<file path="config.mk">
export PLATFORM = sky130hd
export DESIGN_NAME = mc_wait_controller_flat
export DESIGN_NICKNAME = d
export VERILOG_FILES = /design/src/rtl/mc_wait_controller_pkg.sv /design/src/rtl/mc_wait_controller_if.sv /design/src/rtl/mc_wait_controller_timer.sv /design/src/rtl/mc_wait_controller.sv /design/src/flat_wrapper.sv
export SDC_FILE = /design/constraint.sdc
export NUM_CORES = 1
export LEC_CHECK = 0
export CORE_UTILIZATION = 60
export DETAILED_ROUTE_END_ITERATION = 12
export DONT_BUFFER_PORTS = 1
export PLACE_DENSITY = 0.76
export SLEW_MARGIN = 25
export SYNTH_ARGS = -nofsm -noshare
export SYNTH_HDL_FRONTEND = slang
export SYNTH_SLANG_ARGS = --single-unit
export TNS_END_PERCENT = 5
</file>
<file path="constraint.sdc">
create_clock -name clk -period 3.65 [get_ports clk]
set_clock_uncertainty 0.05 [all_clocks]
set_input_delay 0.5475 -clock clk [delete_from_list [all_inputs] [get_ports clk]]
set_output_delay 0.5475 -clock clk [all_outputs]
set_load 0.03 [all_outputs]
</file>
<file path="src/rtl/mc_wait_controller_pkg.sv">
// Shared definitions for the multi-cycle accumulator-machine controller:
// opcode values, ALU command encoding and the controller state enum.
package mc_pkg;

  localparam int ALU_W = 3;

  // Opcodes live in the low four bits of IR part 0.
  localparam logic [3:0] OP_LDA = 4'd0;
  localparam logic [3:0] OP_STA = 4'd1;
  localparam logic [3:0] OP_ADD = 4'd2;
  localparam logic [3:0] OP_SUB = 4'd3;
  localparam logic [3:0] OP_AND = 4'd4;
  localparam logic [3:0] OP_NOT = 4'd5;
  localparam logic [3:0] OP_JMP = 4'd6;
  localparam logic [3:0] OP_JZ  = 4'd7;
  localparam logic [3:0] OP_JC  = 4'd8;
  localparam logic [3:0] OP_JN  = 4'd9;
  localparam logic [3:0] OP_HLT = 4'd15;

  localparam logic [ALU_W-1:0] ALU_ADD    = 3'b000;
  localparam logic [ALU_W-1:0] ALU_SUB    = 3'b001;
  localparam logic [ALU_W-1:0] ALU_AND    = 3'b010;
  localparam logic [ALU_W-1:0] ALU_NOT    = 3'b011;
  localparam logic [ALU_W-1:0] ALU_PASS_B = 3'b100;

  typedef enum logic [2:0] {
    FETCH,
    DECODE,
    RDMEM,
    EXEC,
    WRMEM,
    HALT,
    ERR
  } state_t;

  // States in which a memory strobe is up and the wait timer may run.
  function automatic logic is_mem_phase(input state_t s);
    return (s == FETCH) || (s == RDMEM) || (s == WRMEM);
  endfunction

endpackage

</file>
<file path="src/rtl/mc_wait_controller_if.sv">
// Controller <-> datapath/memory bundle. The controller takes the master
// side; the datapath and memory take the slave side.
interface mc_wait_controller_if
  import mc_pkg::*;
#(
  parameter int OPW      = 4,
  parameter int IR_PARTS = 2,
  parameter int CNT_W    = 16
);

  logic [OPW-1:0]      upcode;
  logic                c_flag;
  logic                z_flag;
  logic                n_flag;
  logic                mem_ready;

  logic                pc_write;
  logic                pc_data_sel;
  logic                mem_address_sel;
  logic                mem_read;
  logic                mem_write;
  logic [IR_PARTS-1:0] ir_write;
  logic                data_reg_en;
  logic                ac_write;
  logic [ALU_W-1:0]    alu_command;
  logic                c_en;
  logic                z_en;
  logic                n_en;
  logic                halted;
  logic                error;
  logic [CNT_W-1:0]    instr_count;

  modport master (
    input  upcode, c_flag, z_flag, n_flag, mem_ready,
    output pc_write, pc_data_sel, mem_address_sel, mem_read, mem_write,
           ir_write, data_reg_en, ac_write, alu_command, c_en, z_en, n_en,
           halted, error, instr_count
  );

  modport slave (
    output upcode, c_flag, z_flag, n_flag, mem_ready,
    input  pc_write, pc_data_sel, mem_address_sel, mem_read, mem_write,
           ir_write, data_reg_en, ac_write, alu_command, c_en, z_en, n_en,
           halted, error, instr_count
  );

endinterface

</file>
<file path="src/rtl/mc_wait_controller_timer.sv">
// Wait timer: counts consecutive stalled cycles of one memory access and
// flags a timeout on the MAX_WAIT-th stalled cycle.
module mc_wait_timer #(
  parameter int MAX_WAIT = 15
) (
  input  logic clk,
  input  logic rst,
  input  logic clear,
  input  logic count,
  output logic timeout
);

  localparam int TW = $clog2(MAX_WAIT + 1);

  logic [TW-1:0] cnt;

  // Stall counter; clear has priority so a ready beat restarts the window.
  // NOTE: sequential state uses non-blocking assignments so every flop
  // samples the pre-edge values regardless of block ordering.
  always_ff @(posedge clk or posedge rst) begin
    if (rst) begin
      cnt <= '0;
    end else if (clear) begin
      cnt <= '0;
    end else if (count) begin
      cnt <= cnt + TW'(1);
    end
  end

  // Fires while the stall that would bring the count to MAX_WAIT is happening.
  assign timeout = count && (cnt == TW'(MAX_WAIT - 1));

endmodule

</file>
<file path="src/rtl/mc_wait_controller.sv">
// Multi-cycle accumulator-machine controller with an IR_PARTS-beat fetch,
// mem_ready stalls, wait-timeout error state and a retired-instruction
// counter. Opcode is decoded from the low four bits of upcode (OPW >= 4);
// any set bit above those makes the opcode undefined.
module mc_wait_controller
  import mc_pkg::*;
#(
  parameter int OPW      = 4,
  parameter int IR_PARTS = 2,
  parameter int MAX_WAIT = 15,
  parameter int CNT_W    = 16
) (
  input  logic                  clk,
  input  logic                  rst,
  mc_wait_controller_if.master  bus
);

  localparam int              KW     = (IR_PARTS > 1) ? $clog2(IR_PARTS) : 1;
  localparam logic [KW-1:0]   K_LAST = KW'(IR_PARTS - 1);

  state_t           state;
  state_t           state_next;
  logic [KW-1:0]    k;
  logic [KW-1:0]    k_next;
  logic [CNT_W-1:0] instr_count;
  logic             retire;

  logic [3:0]       op;
  logic             op_hi_clear;
  logic             jump_taken;
  logic             wait_count;
  logic             wait_clear;
  logic             wait_timeout;

  assign op          = bus.upcode[3:0];
  assign op_hi_clear = ((bus.upcode >> 4) == '0);
  assign jump_taken  = (op == OP_JMP)
                    || ((op == OP_JZ) && bus.z_flag)
                    || ((op == OP_JC) && bus.c_flag)
                    || ((op == OP_JN) && bus.n_flag);

  // Timer runs only while a strobe is up and memory has not answered; any
  // other cycle (ready beat, non-memory state) clears it, which also covers
  // clearing on entry to each memory state.
  assign wait_count = is_mem_phase(state) && !bus.mem_ready;
  assign wait_clear = !wait_count;

  mc_wait_timer #(
    .MAX_WAIT (MAX_WAIT)
  ) u_wait_timer (
    .clk     (clk),
    .rst     (rst),
    .clear   (wait_clear),
    .count   (wait_count),
    .timeout (wait_timeout)
  );

  // State, fetch-part index and retired-instruction counter.
  always_ff @(posedge clk or posedge rst) begin
    if (rst) begin
      state       <= FETCH;
      k           <= '0;
      instr_count <= '0;
    end else begin
      state <= state_next;
      k     <= k_next;
      if (retire) begin
        instr_count <= instr_count + CNT_W'(1);
      end
    end
  end

  assign bus.instr_count = instr_count;

  // Next-state and strobe decode; everything is held at 0 while rst is high.
  // NOTE: every output of this block gets a default first so no path can
  // leave one unassigned and infer a latch.
  always_comb begin
    state_next          = state;
    k_next              = k;
    retire              = 1'b0;
    bus.pc_write        = 1'b0;
    bus.pc_data_sel     = 1'b0;
    bus.mem_address_sel = 1'b0;
    bus.mem_read        = 1'b0;
    bus.mem_write       = 1'b0;
    bus.ir_write        = '0;
    bus.data_reg_en     = 1'b0;
    bus.ac_write        = 1'b0;
    bus.alu_command     = ALU_ADD;
    bus.c_en            = 1'b0;
    bus.z_en            = 1'b0;
    bus.n_en            = 1'b0;
    bus.halted          = 1'b0;
    bus.error           = 1'b0;

    if (!rst) begin
      case (state)
        FETCH: begin
          bus.mem_read = 1'b1;
          if (bus.mem_ready) begin
            bus.ir_write = IR_PARTS'(1) << k;
            bus.pc_write = 1'b1;
            if (k == K_LAST) begin
              k_next     = '0;
              state_next = DECODE;
            end else begin
              k_next = k + KW'(1);
            end
          end else if (wait_timeout) begin
            state_next = ERR;
          end
        end

        DECODE: begin
          if (!op_hi_clear) begin
            state_next = ERR;
          end else begin
            case (op)
              OP_LDA, OP_ADD, OP_SUB, OP_AND: state_next = RDMEM;
              OP_STA:                         state_next = WRMEM;
              OP_NOT:                         state_next = EXEC;
              OP_JMP, OP_JZ, OP_JC, OP_JN: begin
                bus.pc_write    = jump_taken;
                bus.pc_data_sel = jump_taken;
                state_next      = FETCH;
                retire          = 1'b1;
              end
              OP_HLT: begin
                state_next = HALT;
                retire     = 1'b1;
              end
              default: state_next = ERR;
            endcase
          end
        end

        RDMEM: begin
          bus.mem_read        = 1'b1;
          bus.mem_address_sel = 1'b1;
          if (bus.mem_ready) begin
            bus.data_reg_en = 1'b1;
            state_next      = EXEC;
          end else if (wait_timeout) begin
            state_next = ERR;
          end
        end

        EXEC: begin
          bus.ac_write = 1'b1;
          state_next   = FETCH;
          retire       = 1'b1;
          case (op)
            OP_LDA: begin
              bus.alu_command = ALU_PASS_B;
              bus.z_en        = 1'b1;
              bus.n_en        = 1'b1;
            end
            OP_ADD: begin
              bus.alu_command = ALU_ADD;
              bus.c_en        = 1'b1;
              bus.z_en        = 1'b1;
              bus.n_en        = 1'b1;
            end
            OP_SUB: begin
              bus.alu_command = ALU_SUB;
              bus.c_en        = 1'b1;
              bus.z_en        = 1'b1;
              bus.n_en        = 1'b1;
            end
            OP_AND: begin
              bus.alu_command = ALU_AND;
              bus.z_en        = 1'b1;
              bus.n_en        = 1'b1;
            end
            OP_NOT: begin
              bus.alu_command = ALU_NOT;
              bus.z_en        = 1'b1;
              bus.n_en        = 1'b1;
            end
            default: ;
          endcase
        end

        WRMEM: begin
          bus.mem_write       = 1'b1;
          bus.mem_address_sel = 1'b1;
          if (bus.mem_ready) begin
            state_next = FETCH;
            retire     = 1'b1;
          end else if (wait_timeout) begin
            state_next = ERR;
          end
        end

        HALT: bus.halted = 1'b1;

        ERR: bus.error = 1'b1;

        default: state_next = ERR;
      endcase
    end
  end

endmodule

</file>
<file path="src/flat_wrapper.sv">
// flat-port wrapper written by rule: the top's interface ports become plain ports
module mc_wait_controller_flat import mc_pkg::*;
#(
  parameter int OPW      = 4,
  parameter int IR_PARTS = 2,
  parameter int MAX_WAIT = 15,
  parameter int CNT_W    = 16
)
  (clk, rst, bus_upcode, bus_c_flag, bus_z_flag, bus_n_flag, bus_mem_ready, bus_pc_write, bus_pc_data_sel, bus_mem_address_sel, bus_mem_read, bus_mem_write, bus_ir_write, bus_data_reg_en, bus_ac_write, bus_alu_command, bus_c_en, bus_z_en, bus_n_en, bus_halted, bus_error, bus_instr_count);
  mc_wait_controller_if #(.OPW(OPW), .IR_PARTS(IR_PARTS), .CNT_W(CNT_W)) bus_i ();
  input  logic clk;
  input  logic rst;
  input wire logic [$bits(bus_i.upcode)-1:0] bus_upcode;
  input wire logic [$bits(bus_i.c_flag)-1:0] bus_c_flag;
  input wire logic [$bits(bus_i.z_flag)-1:0] bus_z_flag;
  input wire logic [$bits(bus_i.n_flag)-1:0] bus_n_flag;
  input wire logic [$bits(bus_i.mem_ready)-1:0] bus_mem_ready;
  output wire logic [$bits(bus_i.pc_write)-1:0] bus_pc_write;
  output wire logic [$bits(bus_i.pc_data_sel)-1:0] bus_pc_data_sel;
  output wire logic [$bits(bus_i.mem_address_sel)-1:0] bus_mem_address_sel;
  output wire logic [$bits(bus_i.mem_read)-1:0] bus_mem_read;
  output wire logic [$bits(bus_i.mem_write)-1:0] bus_mem_write;
  output wire logic [$bits(bus_i.ir_write)-1:0] bus_ir_write;
  output wire logic [$bits(bus_i.data_reg_en)-1:0] bus_data_reg_en;
  output wire logic [$bits(bus_i.ac_write)-1:0] bus_ac_write;
  output wire logic [$bits(bus_i.alu_command)-1:0] bus_alu_command;
  output wire logic [$bits(bus_i.c_en)-1:0] bus_c_en;
  output wire logic [$bits(bus_i.z_en)-1:0] bus_z_en;
  output wire logic [$bits(bus_i.n_en)-1:0] bus_n_en;
  output wire logic [$bits(bus_i.halted)-1:0] bus_halted;
  output wire logic [$bits(bus_i.error)-1:0] bus_error;
  output wire logic [$bits(bus_i.instr_count)-1:0] bus_instr_count;
  assign bus_i.upcode = bus_upcode;
  assign bus_i.c_flag = bus_c_flag;
  assign bus_i.z_flag = bus_z_flag;
  assign bus_i.n_flag = bus_n_flag;
  assign bus_i.mem_ready = bus_mem_ready;
  assign bus_pc_write = bus_i.pc_write;
  assign bus_pc_data_sel = bus_i.pc_data_sel;
  assign bus_mem_address_sel = bus_i.mem_address_sel;
  assign bus_mem_read = bus_i.mem_read;
  assign bus_mem_write = bus_i.mem_write;
  assign bus_ir_write = bus_i.ir_write;
  assign bus_data_reg_en = bus_i.data_reg_en;
  assign bus_ac_write = bus_i.ac_write;
  assign bus_alu_command = bus_i.alu_command;
  assign bus_c_en = bus_i.c_en;
  assign bus_z_en = bus_i.z_en;
  assign bus_n_en = bus_i.n_en;
  assign bus_halted = bus_i.halted;
  assign bus_error = bus_i.error;
  assign bus_instr_count = bus_i.instr_count;
  mc_wait_controller #(.OPW(OPW), .IR_PARTS(IR_PARTS), .MAX_WAIT(MAX_WAIT), .CNT_W(CNT_W)) u_core (.clk(clk), .rst(rst), .bus(bus_i));
endmodule
</file>
**Yosys cells after proc, flatten, opt, wreduce, memory -nomap -nowiden**

Cells that the tools add are included.

- Add/sub/neg operators: 3
- Equality and inequality tests: 18
- Shift operators: 1
- Muxes and demuxes: 44
- Bitwise logic cells: 2
- Reduce and logical (&&, ||, !) cells: 23

Operator list:

| operator | count |
|---|---|
| 2-to-1 mux 1 bit | 28 |
| 2-to-1 mux 3 bit | 7 |
| one-hot mux 3 bit (6 select lines) | 1 |
| adder 16 x 1 -> 16 bit, second input constant | 1 |
| equality test 4 x 3 -> 1 bit, second input constant | 4 |
| equality test 4 bit, second input constant | 4 |
| one-hot mux 3 bit (5 select lines) | 1 |
| one-hot mux 3 bit (4 select lines) | 1 |
| OR reduction 5 bit | 2 |
| equality test 3 bit, second input constant | 3 |
| equality test 4 x 2 -> 1 bit, second input constant | 2 |
| OR reduction 2 bit | 4 |
| OR reduction 4 bit | 2 |
| equality test 3 x 2 -> 1 bit, second input constant | 2 |
| 2-to-1 mux 2 bit | 3 |
| AND reduction 3 bit | 2 |
| logical AND 1 bit | 5 |
| logical OR 1 bit | 5 |
| adder 4 x 1 -> 4 bit, second input constant | 1 |
| equality test 4 x 1 -> 1 bit, second input constant | 1 |
| logical NOT 4 bit | 1 |
| 2-to-1 mux 4 bit | 1 |
| equality test 3 x 1 -> 1 bit, second input constant | 1 |
| logical NOT 3 bit | 1 |
| other kinds (7) | 8 |

- Register bits: 24
- Input port bits: 10
- Output and inout bits: 33
- Logic and storage cells: 95

**Depth between registers and ports, before layout**

Gate-level depths: netlist (run 1).

- Depth in word-level cells: 8
- Gate-level depth with buffers: 7
- Gate-level depth less buffers: 7

**Cells and area by module**

From an unflattened synthesis (run 1), not the netlist that was laid out.

- Cell total of the unflattened synthesis: 169
- Area, all modules: 1615.3 um^2

By module, submodules not included:

| module | instances | cells each | area each (um^2) | seq. area each (um^2) |
|---|---|---|---|---|
| mc_wait_controller | 1 | 148 | 1388.8 | 500.5 |
| mc_wait_timer | 1 | 21 | 226.5 | 100.1 |

**Worst setup path before layout (run 1)**

OpenSTA, ideal clock, no wires.

- Path kind: input to output
- Start point: input port rst
- End point: output port bus_z_en
- Arrival: 2732 ps
- Data required time: 3053 ps
- Path slack: 321 ps
- Cell stages on the path: 5
- Path buffers: 1
- Cells stage by stage: inv_1 -> nand2_1 -> or3_1 -> a211oi_1 -> buf_4

- Longest elaborated chain between the ends: 1

RTL lines:

| element | RTL line | RTL |
|---|---|---|
| start, declared | flat_wrapper.sv:12 | `input logic rst;` |
| 2-to-1 mux 1 bit | n/a |  |
| end, declared | flat_wrapper.sv:28 | `output wire logic [$bits(bus_i.z_en)-1:0] bus_z_en;` |

Every way passes these cells.

**Worst setup path after layout (run 1)**

- Start point: register u_core.state[0]
- End point: output port bus_z_en

- Longest elaborated chain between the ends: 3

RTL lines:

| element | RTL line | RTL |
|---|---|---|
| start, declared | mc_wait_controller.sv:21 | `state_t state;` |
| start signal, assigned | mc_wait_controller.sv:65 | `state <= state_next;` |
| equality test 3 x 2 -> 1 bit | n/a |  |
| 2-to-1 mux 1 bit (2 in a row) | n/a |  |

Every way passes these cells.

==> results.toml, run 1 <==
[run_status]
status = "complete, no violations"

[yosys]
synth.most_common_cell = "dfrtp_1"
yosys_warnings = 0
synth_fp_nets = 176
ys_seq_elements = 24
avgSynthCellArea_sq_um = 9.39
synth_top_area_share_pct = 39.2
ys.flop_type = "dfrtp_1"
netlist_instances = 163
yosys-top-cells-area = "dfrtp_1 39%, xnor2_1 10%, nor2_1 4.9%, and3_1 3.3%, nand2_1 3.2%"
synth_edf_count = 0
syn_area_sq_um = 1530
yosys-top-cells-count = "24 x dfrtp_1, 20 x nor2_1, 18 x xnor2_1"
synth_cell_types = 39
async_flop_share_pct = 100
yosysSeqAreaShare_pct = 39.2
yosysTopAreaCell = "dfrtp_1"

[clock_tree]
cts_hold_buf = 0
clk_latency_ps = 310
cts_tree = "yes"
clock_path_buffers = 2
cts_resized = 0
clock-root-buffer = "clkbuf_4"
h-tree-depth = 1
path_clk_slew_ps = 130
cts_made_buffers = 3
post_cts_buffers = 0
clkSinkCount = 24

[sta]
fin_ws_ps = 861
period_share_pct = 76.4
clock.fmax_mhz = 359
setup_violations = 0
hold_violations = 0
report.final.slew_viol_count = 0
rsz0062_at_grt = "no"
worst_pin_slew_ps = 913
timing.final.crit_period_ps = 2790
relSlewSlack_pct = 38.7
tns_ps = 0

[global_routing]
grt_pass1_vias = 1082
grt_first_pass_wirelength_microns = 4660
grt-ovfl-total = 0
grtUsageTotal_pct = 23.0
grt_max_degree = 26
antenna_found_initial = 0

[critical_path]
startpoint = "u_core.state[0]"
arrival_ps = 2190
r2r-start = "u_core.state[0]"
path_class = "reg2out"
critPathLaunchType = "flip-flop"
end_kind = "output pin"
critical_path_required_ps = 3050
crit_fanout = 17
reg2regPathDepth = 4

[power_and_ir_drop]
cellPowerDensity_nw_per_um2 = 575
vdd_drop_max_mv = 0.473
leakage_nw = 0.730

[floorplanning]
die-width_microns = 52.5
start_util_pct = 66.6
dieArea_sq_um = 2760
fp.dieH_microns = 52.5
pin_count = 43
num_rows = 17
fp.coreArea_sq_um = 2300

[drt]
drt_iter0_drc = 12
firstDrtPassIters = 4
num_vias = 1152
ant_nets = 0
viasPerCell = 6.03
drc = 0
wirelength_microns = 2850
routedWlPerCell_microns = 14.9

[finish]
final_util_pct = 69.3
drive_above_1_share_pct = 12.9
nets = 177
diodes = 0
area_growth_pct = 4.01

[flow_run]
drv_cap = 0

[placed_design]
io_buffers = 0
dpl.hpwl_microns = 2110
dp_slack_ps = 1230
gp_congestion = 0.732

[worst_hold_path]
hold_class = "in2async"
[registers in the layout, summed over array words and instances, names as in the netlist]
| signal | count |
|---|---|
| u_core.k | 1 |
| u_core.state | 3 |
| u_core.u_wait_timer.cnt | 4 |
| u_core.bus.instr_count | 16 |
[per-layer routing]
layer  vias to the layer above  routed length (microns)  part of all wire, %  global-route usage, %
met4                         0                       12                 0.42                   6.58
met5                         -                        0                    0                      0
li1                        559                        -                    -                      -
met2                        40                     1420                   50                   40.1
met3                         2                      169                  5.9                   4.64
met1                       551                     1250                   44                   28.3
[logic make-up (layout without fill, tap and decap cells)]
logic type	Yosys count	after routing	share of synthesized area [%]
AO/OA/AOI/OAI	17	17	8.01
XOR/XNOR	21	21	12.0
adder cells (fa/ha/maj)	3	3	2.45
buffers and inverters	17	17	6.95
flip-flops	24	24	39.2
multiplexers	3	3	2.04
AND/OR/NAND/NOR	78	78	29.3
[cells in the final DEF, fill, tap and decap left out, types with 3 or more instances in the layout]
cell | synthesis | routed
nand2_1 | 13 | 13
dfrtp_1 | 24 | 24
xnor2_1 | 18 | 18
and3_1 | 8 | 8
inv_1 | 6 | 6
xor2_1 | 3 | 3
nand3_1 | 3 | 3
nor3_1 | 5 | 5
o21ai_0 | 4 | 4
ha_1 | 3 | 3
nand4_1 | 7 | 7
nor2_1 | 20 | 20
clkbuf_4 | 0 | 3
buf_4 | 3 | 7
a21oi_1 | 4 | 4
nor2b_1 | 3 | 3
[final cells by class]
type,count,area (sq um)
Multi-Input combinational cell,122,828
Timing Repair Buffer,7,52.6
Clock inverter,1,30.0
Sequential cell,24,601
Inverter,6,22.5
Fill cell,191,706
Clock buffer,3,22.5
Tap cell,28,35.0
[metrics by stage]
| stage | power, W | std cells | instance area [sq um] | hold slack [ps] |
|---|---|---|---|---|
| 5_1_grt | 0.000985 | 191 | 1590 | 136 |
| 3_5_place_dp | 0.000732 | 187 | 1540 | 441 |
| 2_1_floorplan | 0.000715 | 163 | 1530 | 403 |
| 6_report | 0.000915 | 191 | 1590 | 131 |
| 4_1_cts | 0.000925 | 191 | 1590 | 130 |
| 3_3_place_gp | 0.000718 | 187 | 1540 | 429 |
[report_power, final]
part / total, W / switching (W) / internal, W
logic: 0.000251 / 0.000143 / 0.000108
clock network: 0.000191 / 0.0000804 / 0.000111
registers: 0.000472 / 0.000157 / 0.000315
[worst max-delay path, cell delays in order (launching register included)]
cell and delay, ps:
dfrtp_1 690, nand2b_1 240, or3_1 480, a211oi_2 200, buf_4 260
[final timing paths]
| check | endpoint | slack [ps] |
|---|---|---|
| max | bus_z_en | 860 |
| min | u_core.u_wait_timer.cnt[2] | 130 |
| max reg2reg | u_core.bus.instr_count[1] | 1670 |
| min reg2reg | u_core.u_wait_timer.cnt[0] | 450 |
| max in group asynchronous | u_core.bus.instr_count[10] | 3180 |
| min in group clk | u_core.state[0] | 330 |
Power figures use the tool's default switching activity.
==> run 2, diff against run 1 <==
Clock period 3.65 ns to 2.7 ns, I/O delays scaled along.
==> run 2 against run 1 <==
Hold slack better by 61 ps. Critical path depth unchanged. Wire length is 5.8% higher. Power is 42% higher. Global-route usage up 1.7 points. Combinational power increased by 69%. Via count rose by 3.4%. Sequential power is 28% higher. Die area unchanged. Sequential share of layout area is 1.5 points lower. Sequential cell count unchanged. Largest cell class unchanged.
==> results.toml, run 2 (synthesized netlist as in run 1, its figures left out) <==
[run_status]
status = "complete, no violations"

[placed_design]
gp_congestion = 0.786
dp_slack_ps = 560
place_inst = 192
dpl.hpwl_microns = 2170
io_buffers = 0

[sta]
clock.fmax_mhz = 393
whs_ps = 192
hold_violations = 0
rsz0062_at_grt = "no"
timing.final.crit_period_ps = 2550
fin_ws_ps = 154
worst_pin_slew_ps = 561
period_share_pct = 94.3
report.final.slew_viol_count = 0
relSlewSlack_pct = 62.5
setup_violations = 0

[drt]
routedWlPerCell_microns = 15.3
firstDrtPassIters = 4
drt_iter0_drc = 22
drc = 0
wirelength_microns = 3020
viasPerCell = 6.05
ant_nets = 0
num_vias = 1191

[critical_path]
r2r_slack_ps = 650
cp_cell_sequence = "nand2b_1, or3_1, a211oi_2, buf_12"
crit_buf_inv = 1
critPathLaunchType = "flip-flop"
path_class = "reg2out"
end_kind = "output pin"
reg2regPathDepth = 5
critical_path_required_ps = 2250
r2r-start = "u_core.state[1]"
arrival_ps = 2090
cp_top_family = "simple AND/OR/NAND/NOR gates"
slowest_delay_ps = 550
critPathSlowestCell = "dfrtp_1"
crit_fanout = 14
rr_endpoint = "u_core.bus.instr_count[1]"

[finish]
regArea_sq_um = 601
final_cells = 197
top_regs = "u_core.bus.instr_count (16), u_core.u_wait_timer.cnt (4), u_core.state (3)"
final_cell_mix = "24 x dfrtp_1, 20 x nor2_1, 18 x xnor2_1, 13 x nand2_1, 11 x buf_4"
area_growth_pct = 8.34
multi_input_area_sq_um = 835
regMostFlops = "u_core.bus.instr_count"
largest_reg_flops = 16
nets = 183
drive_above_1_share_pct = 16.0
diodes = 0
final_common_cell = "dfrtp_1"
final_util_pct = 72.2
fillers = 192

[clock_tree]
h-tree-depth = 1
clkSinkCount = 24
clock_path_buffers = 2
clk_latency_ps = 320
cts_made_buffers = 3
cts_tree = "yes"
clock-root-buffer = "clkbuf_4"
cts_resized = 0
post_cts_buffers = 0
path_clk_slew_ps = 140

[global_routing]
grt_first_pass_wirelength_microns = 5000
grt_max_degree = 26
antenna_found_initial = 0
grt-ovfl-total = 0
grt_pass1_vias = 1142
grtUsageTotal_pct = 24.7

[floorplanning]
dieArea_sq_um = 2760
fp.dieH_microns = 52.5
fp.coreArea_sq_um = 2300
die-width_microns = 52.5
start_util_pct = 66.6
num_rows = 17
pin_count = 43

[flow_run]
drv_cap = 0

[worst_hold_path]
min_delay_worst_endpoint = "u_core.state[0]"
hp-start = "bus_upcode[2]"
hold_class = "in2reg"
min_path_cells = 2

[power_and_ir_drop]
leakage_nw = 0.763
cellPowerDensity_nw_per_um2 = 781
vdd_drop_max_mv = 0.787
run 2: cell count changes in the layout (fill, tap and decap cells not counted):
cell           before  now
dlygate4sd3_1       0    1
buf_12              0    1
nor4_2              0    1
nor4_1              2    1
buf_4               7   11
run 2: worst reg2reg max path, stage by stage, from the launching register on:
cell and delay, ps:
dfrtp_1 550, buf_4 240, nor4bb_4 290, or2b_1 150, o311a_4 320, mux2_2 360
run 2: repair_timing:
item / in CTS / in global routing
hold buffers: 1 / 0
endpoints found under the setup margin: 0 / 0
endpoints found under the hold margin: 24 / 0
run 2: metrics by stage:
step / instance area (sq um) / total power, W / setup TNS, ps
after global routing: 1660 / 0.00138 / 0
after CTS: 1660 / 0.00130 / 0
after detailed placement: 1600 / 0.00103 / 0
final: 1660 / 0.00130 / 0
after floorplan: 1540 / 0.000967 / -56.4
after global placement: 1600 / 0.00101 / 0
run 2: area by class of cell:
| cell class | count | area share (%) |
|---|---|---|
| clock buffer | 3 | 1.36 |
| clock inverter | 1 | 1.81 |
| inverter | 6 | 1.36 |
| multi-input combinational | 122 | 50.3 |
| sequential | 24 | 36.2 |
| tap | 28 | 2.11 |
| timing repair buffer | 13 | 6.79 |
run 2: worst max-delay path by stage:
stage	cells after the start	to	start	slack (ps)
after global placement	4	bus_n_en	u_core.state[2]	630
final	4	bus_n_en	u_core.state[2]	150
after floorplan	4	bus_alu_command[1]	rst	-30
after global routing	4	bus_c_en	u_core.state[2]	40
after detailed placement	4	bus_n_en	u_core.state[2]	560
after CTS	4	bus_n_en	u_core.state[2]	180
run 2: power breakdown:
| part | switching, W | internal (W) | total (W) |
|---|---|---|---|
| clock network | 0.000116 | 0.000150 | 0.000267 |
| logic | 0.000245 | 0.000178 | 0.000423 |
| registers | 0.000179 | 0.000427 | 0.000606 |
run 2: per-layer routing:
metal / up-vias / global-route usage [%] / share of wire, %
li1: 573 / - / -
met1: 572 / 31.5 / 45
met2: 46 / 42.4 / 49
met3: 0 / 5.51 / 5.9
met4: 0 / 5.26 / 0
met5: - / 0 / 0
